===== src/rtl/event_counter_disp_pkg.sv =====
// Shared constants for the switch-event counter display path: 7-segment
// patterns (active-low {g,f,e,d,c,b,a}), accept FSM states, BCD digit width.
package event_counter_disp_pkg;

  localparam int unsigned BCD_W = 4;

  localparam logic [6:0] SEG_0     = 7'b1000000;
  localparam logic [6:0] SEG_1     = 7'b1111001;
  localparam logic [6:0] SEG_2     = 7'b0100100;
  localparam logic [6:0] SEG_3     = 7'b0110000;
  localparam logic [6:0] SEG_4     = 7'b0011001;
  localparam logic [6:0] SEG_5     = 7'b0010010;
  localparam logic [6:0] SEG_6     = 7'b0000010;
  localparam logic [6:0] SEG_7     = 7'b1111000;
  localparam logic [6:0] SEG_8     = 7'b0000000;
  localparam logic [6:0] SEG_9     = 7'b0010000;
  localparam logic [6:0] SEG_BLANK = 7'b1111111;

  typedef enum logic {
    IDLE = 1'b0,
    HOLD = 1'b1
  } acc_state_t;

endpackage


===== src/rtl/event_counter_disp_seg7.sv =====
// BCD nibble to active-low 7-segment pattern; blank or out-of-range shows dark.
module seg7_decode
  import event_counter_disp_pkg::*;
(
  input  logic [BCD_W-1:0] bcd,
  input  logic             blank,
  output logic [6:0]       seg
);

  always_comb begin
    seg = SEG_BLANK;
    if (!blank) begin
      case (bcd)
        4'd0:    seg = SEG_0;
        4'd1:    seg = SEG_1;
        4'd2:    seg = SEG_2;
        4'd3:    seg = SEG_3;
        4'd4:    seg = SEG_4;
        4'd5:    seg = SEG_5;
        4'd6:    seg = SEG_6;
        4'd7:    seg = SEG_7;
        4'd8:    seg = SEG_8;
        4'd9:    seg = SEG_9;
        default: seg = SEG_BLANK;
      endcase
    end
  end

endmodule


===== src/rtl/event_counter_disp.sv =====
// Counts synchronised, hold-off-filtered event edges in 4-digit BCD and scans
// the count onto a multiplexed 7-segment display with leading-zero blanking.
module event_counter_disp
  import event_counter_disp_pkg::*;
#(
  parameter int unsigned HOLDOFF_CYC = 16,
  parameter bit          SATURATE    = 1'b0,
  parameter int unsigned SCAN_DIV    = 50000
) (
  input  logic        REG_CLK50MHZ,
  input  logic        REG_rst_n,
  input  logic        REG_event_in,
  input  logic        REG_clear,
  output logic [15:0] REG_count_bcd,
  output logic        REG_event_strobe,
  output logic        REG_overflow,
  output logic [6:0]  REG_seg,
  output logic [3:0]  REG_an
);

  localparam int unsigned HW = (HOLDOFF_CYC > 1) ? $clog2(HOLDOFF_CYC) : 1;
  localparam logic [HW-1:0] HOLD_LOAD = (HOLDOFF_CYC > 0) ? HW'(HOLDOFF_CYC - 1) : '0;
  localparam int unsigned DW = $clog2(SCAN_DIV);
  localparam logic [DW-1:0] DIV_LAST = DW'(SCAN_DIV - 1);

  logic [2:0]    sync;
  logic          rise;
  acc_state_t    state, state_next;
  logic [HW-1:0] hold_cnt, hold_next;
  logic          accept;
  logic [15:0]   count_inc;
  logic          carry;
  logic [DW-1:0] div_cnt;
  logic [1:0]    digit_idx;
  logic [3:0]    blank_vec;
  logic [3:0]    nibble;
  logic [6:0]    seg_next;

  assign rise = sync[1] & ~sync[2];

  always_ff @(posedge REG_CLK50MHZ) begin
    if (!REG_rst_n) begin
      sync     <= '0;
      state    <= IDLE;
      hold_cnt <= '0;
    end else begin
      sync     <= {sync[1:0], REG_event_in};
      state    <= state_next;
      hold_cnt <= hold_next;
    end
  end

  // With no hold-off the FSM never leaves IDLE, so every edge is accepted.
  always_comb begin
    state_next = state;
    hold_next  = hold_cnt;
    accept     = 1'b0;
    case (state)
      IDLE: begin
        if (rise) begin
          accept = 1'b1;
          if (HOLDOFF_CYC != 0) begin
            state_next = HOLD;
            hold_next  = HOLD_LOAD;
          end
        end
      end
      HOLD: begin
        if (hold_cnt == '0) state_next = IDLE;
        else                hold_next  = hold_cnt - 1'b1;
      end
      default: state_next = IDLE;
    endcase
  end

  always_comb begin
    count_inc = REG_count_bcd;
    carry     = 1'b1;
    for (int unsigned i = 0; i < 4; i++) begin
      if (carry) begin
        if (count_inc[i*BCD_W +: BCD_W] == 4'd9) begin
          count_inc[i*BCD_W +: BCD_W] = '0;
        end else begin
          count_inc[i*BCD_W +: BCD_W] = count_inc[i*BCD_W +: BCD_W] + 4'd1;
          carry = 1'b0;
        end
      end
    end
  end

  // Clear outranks a simultaneous event; the strobe still reports the event.
  always_ff @(posedge REG_CLK50MHZ) begin
    if (!REG_rst_n) begin
      REG_count_bcd    <= '0;
      REG_event_strobe <= 1'b0;
      REG_overflow     <= 1'b0;
    end else begin
      REG_event_strobe <= accept;
      if (REG_clear) begin
        REG_count_bcd <= '0;
        REG_overflow  <= 1'b0;
      end else if (accept) begin
        if (REG_count_bcd == 16'h9999) begin
          REG_overflow <= 1'b1;
          if (!SATURATE) REG_count_bcd <= '0;
        end else begin
          REG_count_bcd <= count_inc;
        end
      end
    end
  end

  always_comb begin
    blank_vec[0] = 1'b0;
    blank_vec[3] = (REG_count_bcd[15:12] == 4'd0);
    blank_vec[2] = blank_vec[3] && (REG_count_bcd[11:8] == 4'd0);
    blank_vec[1] = blank_vec[2] && (REG_count_bcd[7:4] == 4'd0);
    case (digit_idx)
      2'd0:    nibble = REG_count_bcd[3:0];
      2'd1:    nibble = REG_count_bcd[7:4];
      2'd2:    nibble = REG_count_bcd[11:8];
      default: nibble = REG_count_bcd[15:12];
    endcase
  end

  seg7_decode u_seg7 (
    .bcd   (nibble),
    .blank (blank_vec[digit_idx]),
    .seg   (seg_next)
  );

  always_ff @(posedge REG_CLK50MHZ) begin
    if (!REG_rst_n) begin
      div_cnt   <= '0;
      digit_idx <= '0;
      REG_an    <= '1;
      REG_seg   <= '1;
    end else begin
      if (div_cnt == DIV_LAST) begin
        div_cnt   <= '0;
        digit_idx <= digit_idx + 2'd1;
      end else begin
        div_cnt <= div_cnt + 1'b1;
      end
      REG_an  <= ~(4'b0001 << digit_idx);
      REG_seg <= seg_next;
    end
  end

endmodule


===== config.mk =====
export PLATFORM = sky130hd
export DESIGN_NAME = event_counter_disp
export DESIGN_NICKNAME = d
export VERILOG_FILES = /design/src/rtl/event_counter_disp_pkg.sv /design/src/rtl/event_counter_disp_seg7.sv /design/src/rtl/event_counter_disp.sv
export SDC_FILE = /design/constraint.sdc
export NUM_CORES = 1
export LEC_CHECK = 0
export CORE_MARGIN = 2
export CORE_UTILIZATION = 59
export DETAILED_ROUTE_END_ITERATION = 10
export PLACE_DENSITY_LB_ADDON = 0.15
export SYNTH_ARGS = -nofsm -noshare
export SYNTH_HDL_FRONTEND = slang
export SYNTH_SLANG_ARGS = --single-unit

===== constraint.sdc =====
create_clock -name REG_CLK50MHZ -period 3.87 [get_ports REG_CLK50MHZ]
set_clock_uncertainty 0.1 [all_clocks]
set_input_delay 0.5805 -clock REG_CLK50MHZ [delete_from_list [all_inputs] [get_ports REG_CLK50MHZ]]
set_output_delay 0.5805 -clock REG_CLK50MHZ [all_outputs]
set_load 0.05 [all_outputs]

* Word-level counts from Yosys, hierarchy flattened
Memories as Yosys holds them, arrays and structs flattened. A register that Yosys moved wholly into a read port is not among the register bits.
Index checks and enable logic that the tools add are counted.
W data, S select, Z words.
** Word-level totals
- Register bits :: 48
- Memories :: 1
- Memory bits (read-only) :: 112
- Word-level logic and storage cells :: 78
** Cells by class
- Bitwise operators :: 5
- Shifts and indexed selects :: 1
- Reduce and logical (&&, ||, !) cells :: 18
- Add/subtract/negate cells :: 7
- Equal/unequal tests :: 10
- Order comparisons :: 1
- Muxes and demuxes :: 23
** Memory list
- (name not given) :: words 16, width 7, rd ports 1, clocked after memory_dff 1, wr ports 0, RTL line event_counter_disp_seg7.sv:13 : case (bcd)
** Operators with widths (number)
- $mux W4 :: 9
- $eq A16 B16 Y1 const B :: 2
- $add A16 B1 Y16 const B :: 1
- $add A4 B1 Y4 const B :: 4
- $eq A4 B4 Y1 const B :: 4
- $logic_not A4 Y1 :: 4
- $mux W16 :: 1
- $pmux W4 S3 :: 1
- $reduce_and A2 Y1 :: 5
- $mux W1 :: 9
- $pmux W4 S2 :: 1
- $reduce_bool A2 Y1 :: 3
- $reduce_or A2 Y1 :: 3
- $ne A2 B2 Y1 const B :: 2
- $not A4 Y4 :: 1
- $shl A1 B2 Y4 const A :: 1
- $sub A4 B1 Y4 const B :: 1
- $lt A2 B3 Y1 const B :: 1
- $not A1 Y1 :: 3
- $add A2 B1 Y2 const B :: 1
- $bmux W1 S2 :: 1
- $eq A2 B1 Y1 const B :: 1
- $eq A2 B2 Y1 const B :: 1
- $logic_and A1 B1 Y1 :: 2
- 3 further kinds :: 3

* Longest topological paths before layout
Gate-level depths: netlist of the first run.
- Depth after elaboration :: 6
- Gate-level depth with buffers :: 8
- Mapped depth without buffers :: 8

* By module
From an unflattened synthesis of the first run, not the netlist that was laid out.
** Unflattened totals
- Cell total of the unflattened synthesis :: 313
- Area, all modules :: 2837.7 µm²
** By module, submodules not included
- event_counter_disp :: cells an instance 280, area an instance 2601.2 µm², instances 1, seq. area each 1101.1 µm²
- seg7_decode :: cells an instance 33, area an instance 236.5 µm², instances 1, seq. area each 0.0 µm²

* Worst setup path before layout of the first run
Ideal clock, no wire load.
- Path kind :: flip-flop to flip-flop
- From :: reg REG_count_bcd[0]
- To :: reg REG_count_bcd[12]
- Period minus slack after synthesis :: 2.435 ns
- Arrival time :: 2.264 ns
- Cell stages (with the launch flop) :: 8
- Path slack :: 1.435 ns
- Setup time :: 0.070 ns
- Required time :: 3.700 ns
- Path through :: dfxtp_1 -> ha_1 -> nand3b_1 -> or2_1 -> buf_2 -> or3_4 -> or3_1 -> a21oi_1
** Between the ends
- Longest elaborated chain between the ends :: 6
** RTL lines
- start, declared :: RTL line event_counter_disp.sv:14 : output logic [15:0] REG_count_bcd,
- start signal, assigned :: RTL line event_counter_disp.sv:107 : REG_count_bcd <= count_inc;
- $eq A4 B4 Y1 :: RTL line event_counter_disp.sv:81 : if (count_inc[i*BCD_W +: BCD_W] == 4'd9) begin
- $mux W1 :: RTL line event_counter_disp.sv:81
- $mux W1 (2 in series) :: RTL line event_counter_disp.sv:80 : if (carry) begin
- $reduce_bool A2 Y1 (no source line)
- $reduce_and A2 Y1 (no source line)
Several ways; a longest one is shown, not always the timed one.
A chain may end at the register's enable or synchronous reset.

* Worst setup path in the final report of the first run
- From :: reg digit_idx[0]
- To :: reg REG_seg[0]
** Between the ends
- Longest elaborated chain between the ends :: 3
** RTL lines
- start, declared :: RTL line event_counter_disp.sv:34 : logic [1:0] digit_idx;
- start signal, assigned :: RTL line event_counter_disp.sv:141 : digit_idx <= digit_idx + 2'd1;
- $bmux W1 S2 :: RTL line event_counter_disp.sv:128 : .blank (blank_vec[digit_idx]),
- $mux W1 (not written as such) :: RTL line event_counter_disp.sv:128
- $reduce_or A2 Y1 (no source line)
- end, declared :: RTL line event_counter_disp.sv:17 : output logic [6:0] REG_seg,
Several ways; a longest one is shown, not always the timed one. The select of a mux whose other input is x is not followed.

==> qor.csv, run 1 <==
metric;value;unit
first-pass GRT wire length;8360;µm
Synth top cells by count;dfxtp_1, nor2_1, nand2_1;
Power, Total;960;µW
Setup Viol. Count Final;0;
RSZ-0062 raised after global routing;false;
antenna viol nets, final;0;
total global-route track usage;20.7;%
Vias/cell;5.42;
Most Crowded Layer GR;met2;
met2 Use GR;34.2;%
top-count cell post-synth;dfxtp_1;
Die Wd;70.4;µm
clock latency on the worst-skew pair;300;ps
Pleak;0.00121;µW
post-CTS sizing;0;
Initial Utilization;60.5;%
final hold vios;0;
Max Cap Viol;0;
Worst Tran Pin Value;849;ps
Inserted Clock Buffers;5;
share of cells above drive strength 1;3.12;%
Cell Area, Synth;0.00260;mm²
vias in the first global route;1891;
synth top area cells;dfxtp_1, ha_1, nor2_1, xor2_1, xnor2_1;
TritonRoute pass-1 iters;4;
core area;0.00429;mm²
drt wl/cell;13.2;µm
Die Y;70.4;µm
period utilization;65.5;%
hpwl dp;3600;µm
max_slew headroom;43.3;%
pwr/cell area;316;mW/mm²
met3 track demand over resource;3.90;%
post-synthesis sequential area ratio;42.4;%
count of input and output buffers;32;
Synth cell types;40;
Final Max Slew Viols;0;
CTS Buffer Depth;2;
top_reg_cell synth;dfxtp_1;
Die ar.;0.00495;mm²
Max H-tree Level;2;
diode count;0;
worst slack at placement;1350;ps
Worst-path clk slew;90;ps
crit path launch type;flip-flop;
Final #Nets;346;
# DRC;0;
clock root cell;clkbuf_8;
FF+latch count, synth;55;
Req. time, crit path;4020;ps
nature of the critical path endpoint;flip-flop;
Max Freq;394;MHz
Sink Count;55;
peak fanout along the critical path;8;
final WL;4920;µm
CTS tree;done;
WS Path Type;reg -> reg;
area leader, netlist;dfxtp_1;
Area Growth Syn to Fin;16.9;%
WHS;355;ps
Final Worst Setup Slack;1330;ps
Post-Syn Area per Cell;8.99;µm²
row cnt;24;
number of synthesized flops with an enable pin;0;
syn nets;315;
DR iter-0 viols;123;
Final min period;2540;ps
peak supply drop;0.000225;V
initial antenna violation count;0;
status;completed;
met1 GRT Util;27.4;%
Worst EP arrival;2690;ps
Remaining Overflow, GRT;0;
Placed Area;0.00295;mm²
post-CTS setup buffers;0;
post-route cell area;0.00304;mm²
Syn. warnings;0;
top-area cell type share of the netlist area;42.4;%
Syn Inst Count;289;
vias after detailed routing;2022;
Top Ports;33;
Post-synth ARST share;0;%
Hold Path Class;reg -> reg;
setup TNS;0;ps
hold buffer count at CTS;0;
largest net degree at the start of global routing;23;
Placer Congestion;0.902;
## worst max-delay path, cell delays in order (launching register included)
cell and delay (ps):
dfxtp_1 480, inv_1 100, ha_1 270, a222oi_1 450
mux2i_1 310, or4_1 580, nand2_1 100, a211o_1 110
## per-layer routing
layer	vias up	wire length, µm	share of wire [%]
met5	-	0	0
met2	53	2310	47
met3	5	233	4.7
met1	924	2310	47
met4	0	55	1.1
li1	1040	-	-
## state kept, by name, summed over array words and instances (netlist names)
signal / flops
REG_an: 4
REG_count_bcd: 16
REG_event_strobe: 1
REG_overflow: 1
REG_seg: 7
digit_idx: 2
div_cnt: 16
hold_cnt: 4
state: 1
sync: 3
## where the power goes
| group | switching (µW) | internal (µW) |
|---|---|---|
| Sequential | 7.50 | 579 |
| Combinational | 43.5 | 25.9 |
| Clock | 178 | 127 |
## cells by family after synthesis
kind of cell / Yosys count / share of synthesized area [%]
AND/OR/NAND/NOR: 119 / 23.3
flip-flops: 55 / 42.4
AO/OA/AOI/OAI: 36 / 9.01
buffers and inverters: 26 / 3.85
XOR/XNOR: 24 / 8.09
adder cells (fa/ha/maj): 22 / 10.6
multiplexers: 7 / 2.79
## final cells by class
cell class,instances,area [µm²]
well taps,52,65.1
flip-flops and latches,55,1100
repair buffers,32,320
multi-input cells,208,1400
clock buffers,6,72.6
inverters,18,67.6
fillers,355,1260
clock inverters,2,12.5
## worst paths after layout
| kind | endpoint | slack [ps] | depth (start not counted) | startpoint |
|---|---|---|---|---|
| max | REG_seg[0] | 1330 | 7 | digit_idx[0] |
| min | div_cnt[0] | 360 | 1 | div_cnt[0] |
| max reg2reg | REG_seg[0] | 1330 | 7 | digit_idx[0] |
| min reg2reg | div_cnt[0] | 360 | 1 | div_cnt[0] |
## layout by cell type, fill, tap and decap left out, drive strengths merged, types with 6 or more instances in the layout
cell / n
inv: 18
and2: 7
a21oi: 12
nor2: 35
clkdlybuf4s50: 32
nor3: 6
ha: 22
xor2: 13
dfxtp: 55
clkbuf: 6
nand2: 25
o21ai: 8
xnor2: 11
and3: 13
## stage by stage
stage / instances / util [%]
after floorplan: 289 / -
after global placement: 365 / 68.7
after detailed placement: 365 / 68.7
after CTS: 373 / 70.7
after global routing: 373 / 70.7
final: 373 / 70.7
Note: power is estimated with default switching activity, not from simulation.
==> run 2: changes to the inputs <==
- CORE_UTILIZATION: 59 -> 49
- clock period: 3.87 -> 2 ns (I/O delays scaled with it)
==> qor.csv, run 2 (same netlist as run 1, synthesis figures left out) <==
metric;value;unit;change
Pleak;0.00150;µW;+24%
internal cell power;1430;µW;+95%
Worst Tran Pin Value;511;ps;-339 ps
pwr/cell area;560;mW/mm²;+77%
largest registers;REG_count_bcd x16, div_cnt x16, REG_seg x7;;
TritonRoute pass-1 iters;4;;unchanged
WHS;358;ps;+3.01 ps
peak supply drop;0.000343;V;+52%
share of cells above drive strength 1;19.8;%;+17 points
most frequent cells in the layout;dfxtp_1, nor2_1, buf_4;;
most common cell after layout, fill and taps aside;dfxtp_1;;
Max Freq;474;MHz;+20%
Setup Viol. Count Final;2;;+2
clock latency on the worst-skew pair;310;ps;about the same
Hold Path Class;reg -> reg;;
max_slew headroom;65.8;%;+23 points
nature of the critical path endpoint;flip-flop;;
Worst-path clk slew;100;ps;about the same
count of input and output buffers;32;;unchanged
sequential share of power;59.0;%;-2.0 points
final WL;5340;µm;+8.7%
Cell Chain, Critical Path;inv_4 > ha_4 > a222oi_1 > mux2i_2 > or4_1 > nand2_1 > a211o_1;;
Inserted Clock Buffers;5;;unchanged
crit path launch type;flip-flop;;
WS Path Type;reg -> reg;;
total global-route track usage;19.2;%;-1.5 points
Die ar.;0.00590;mm²;+19%
hpwl dp;3910;µm;+8.6%
power share of the clock group;33.3;%;+1.5 points
Initial Utilization;50.9;%;-9.6 points
initial antenna violation count;0;;unchanged
Placed Area;0.00320;mm²;+8.3%
largest net degree at the start of global routing;22;;-4.3%
worst-path cell with the longest stage delay;or4_1;;
Final min period;2110;ps;-427 ps
delay-heaviest family, CP;simple AND/OR/NAND/NOR gates;;
peak fanout along the critical path;6;;-2
first-pass GRT wire length;9340;µm;+12%
Area Growth Syn to Fin;31.4;%;
vias in the first global route;2053;;+8.6%
Remaining Overflow, GRT;0;;unchanged
# DRC;0;;unchanged
Critical R2R Launch;digit_idx[0];;
status;finished with violations;;
diode count;0;;unchanged
RSZ-0062 raised after global routing;true;;
vias after detailed routing;2144;;+6.0%
Die Y;76.8;µm;+9.2%
Placed Cells;409;;+12%
Max H-tree Level;2;;unchanged
Final #Nets;378;;+9.2%
Max Cap Viol;0;;unchanged
Non-Filler Instances;423;;+13%
Final Worst Setup Slack;-109;ps;-1440 ps
Req. time, crit path;2160;ps;-1860 ps
row cnt;26;;+8.3%
Power, Total;1910;µW;+99%
switch share;25.3;%;+1.5 points
Worst EP arrival;2270;ps;-420 ps
Buf/Inv on CP;1;;unchanged
CTS Buffer Depth;2;;unchanged
CTS tree;done;;
Placer Congestion;0.809;;-10%
Psw;485;µW;+110%
Die Wd;76.8;µm;+9.2%
core area;0.00511;mm²;+19%
Sink Count;55;;unchanged
Final Max Slew Viols;0;;unchanged
clock root cell;clkbuf_8;;
final hold vios;0;;unchanged
post-route cell area;0.00341;mm²;+12%
crit-path max cell delay;550;ps;-30 ps
failing checks;negative setup slack;;
Gate power share;7.7;%;+0.5 points
worst slack at placement;-107;ps;-1460 ps
DR iter-0 viols;147;;+20%
antenna viol nets, final;0;;unchanged
hold wc startpoint;div_cnt[0];;
Vias/cell;5.07;;-6.5%
drt wl/cell;12.6;µm;-4.1%
period utilization;105;%;+40 points
Top Ports;33;;unchanged
Setup crit start;digit_idx[0];;
## run 2: cell count changes in the layout (fill, tap and decap cells not counted), sizes merged
cell and delta:
dlymetal6s2s +4, inv +2, dlygate4sd2 +2, buf +35
clkinvlp -1, clkbuf -1, clkdlybuf4s50 -9
## run 2: final timing paths
| path | end | slack [ps] | cells past startpoint |
|---|---|---|---|
| max | REG_seg[3] | -110 | 7 |
| min | div_cnt[0] | 360 | 1 |
| max reg2reg | REG_seg[3] | -110 | 7 |
| min reg2reg | div_cnt[0] | 360 | 1 |
## run 2: power by group through the flow
stage	sequential (µW)	clock [µW]	combinational, µW
after floorplan	1190	0	60.6
after global placement	1150	0	143
after detailed placement	1150	0	144
after CTS	1130	656	145
after global routing	1130	709	163
final	1130	637	147
## run 2: what timing repair did
action | in CTS | in global routing
buffers inserted | 1 | 5
hold buffers | 0 | 0
gates cloned | 0 | 0
endpoints found under the setup margin | 8 | 15
pin swaps | 3 | 8
endpoints found under the hold margin | 0 | 0
gates resized for setup | 7 | 20
## run 2: final cells by class
| class | instances | area, µm² |
|---|---|---|
| fillers | 433 | 1690 |
| multi-input cells | 208 | 1480 |
| flip-flops and latches | 55 | 1120 |
| repair buffers | 64 | 561 |
| well taps | 70 | 87.6 |
| inverters | 18 | 70.1 |
| clock buffers | 5 | 68.8 |
| clock inverters | 3 | 21.3 |
## run 2: layer usage
layer	global-route usage [%]	part of all wire, %
met1	25.8	47
met2	30.5	47
met3	4.12	4.8
met4	6.36	0.32
met5	0	0
## run 2: stage by stage
step	TNS [ps]	utilization, %
4_1_cts	-199	64.8
2_1_floorplan	-85.0	-
6_report	-218	66.8
3_3_place_gp	-107	62.6
3_5_place_dp	-289	62.6
5_1_grt	-752	66.8
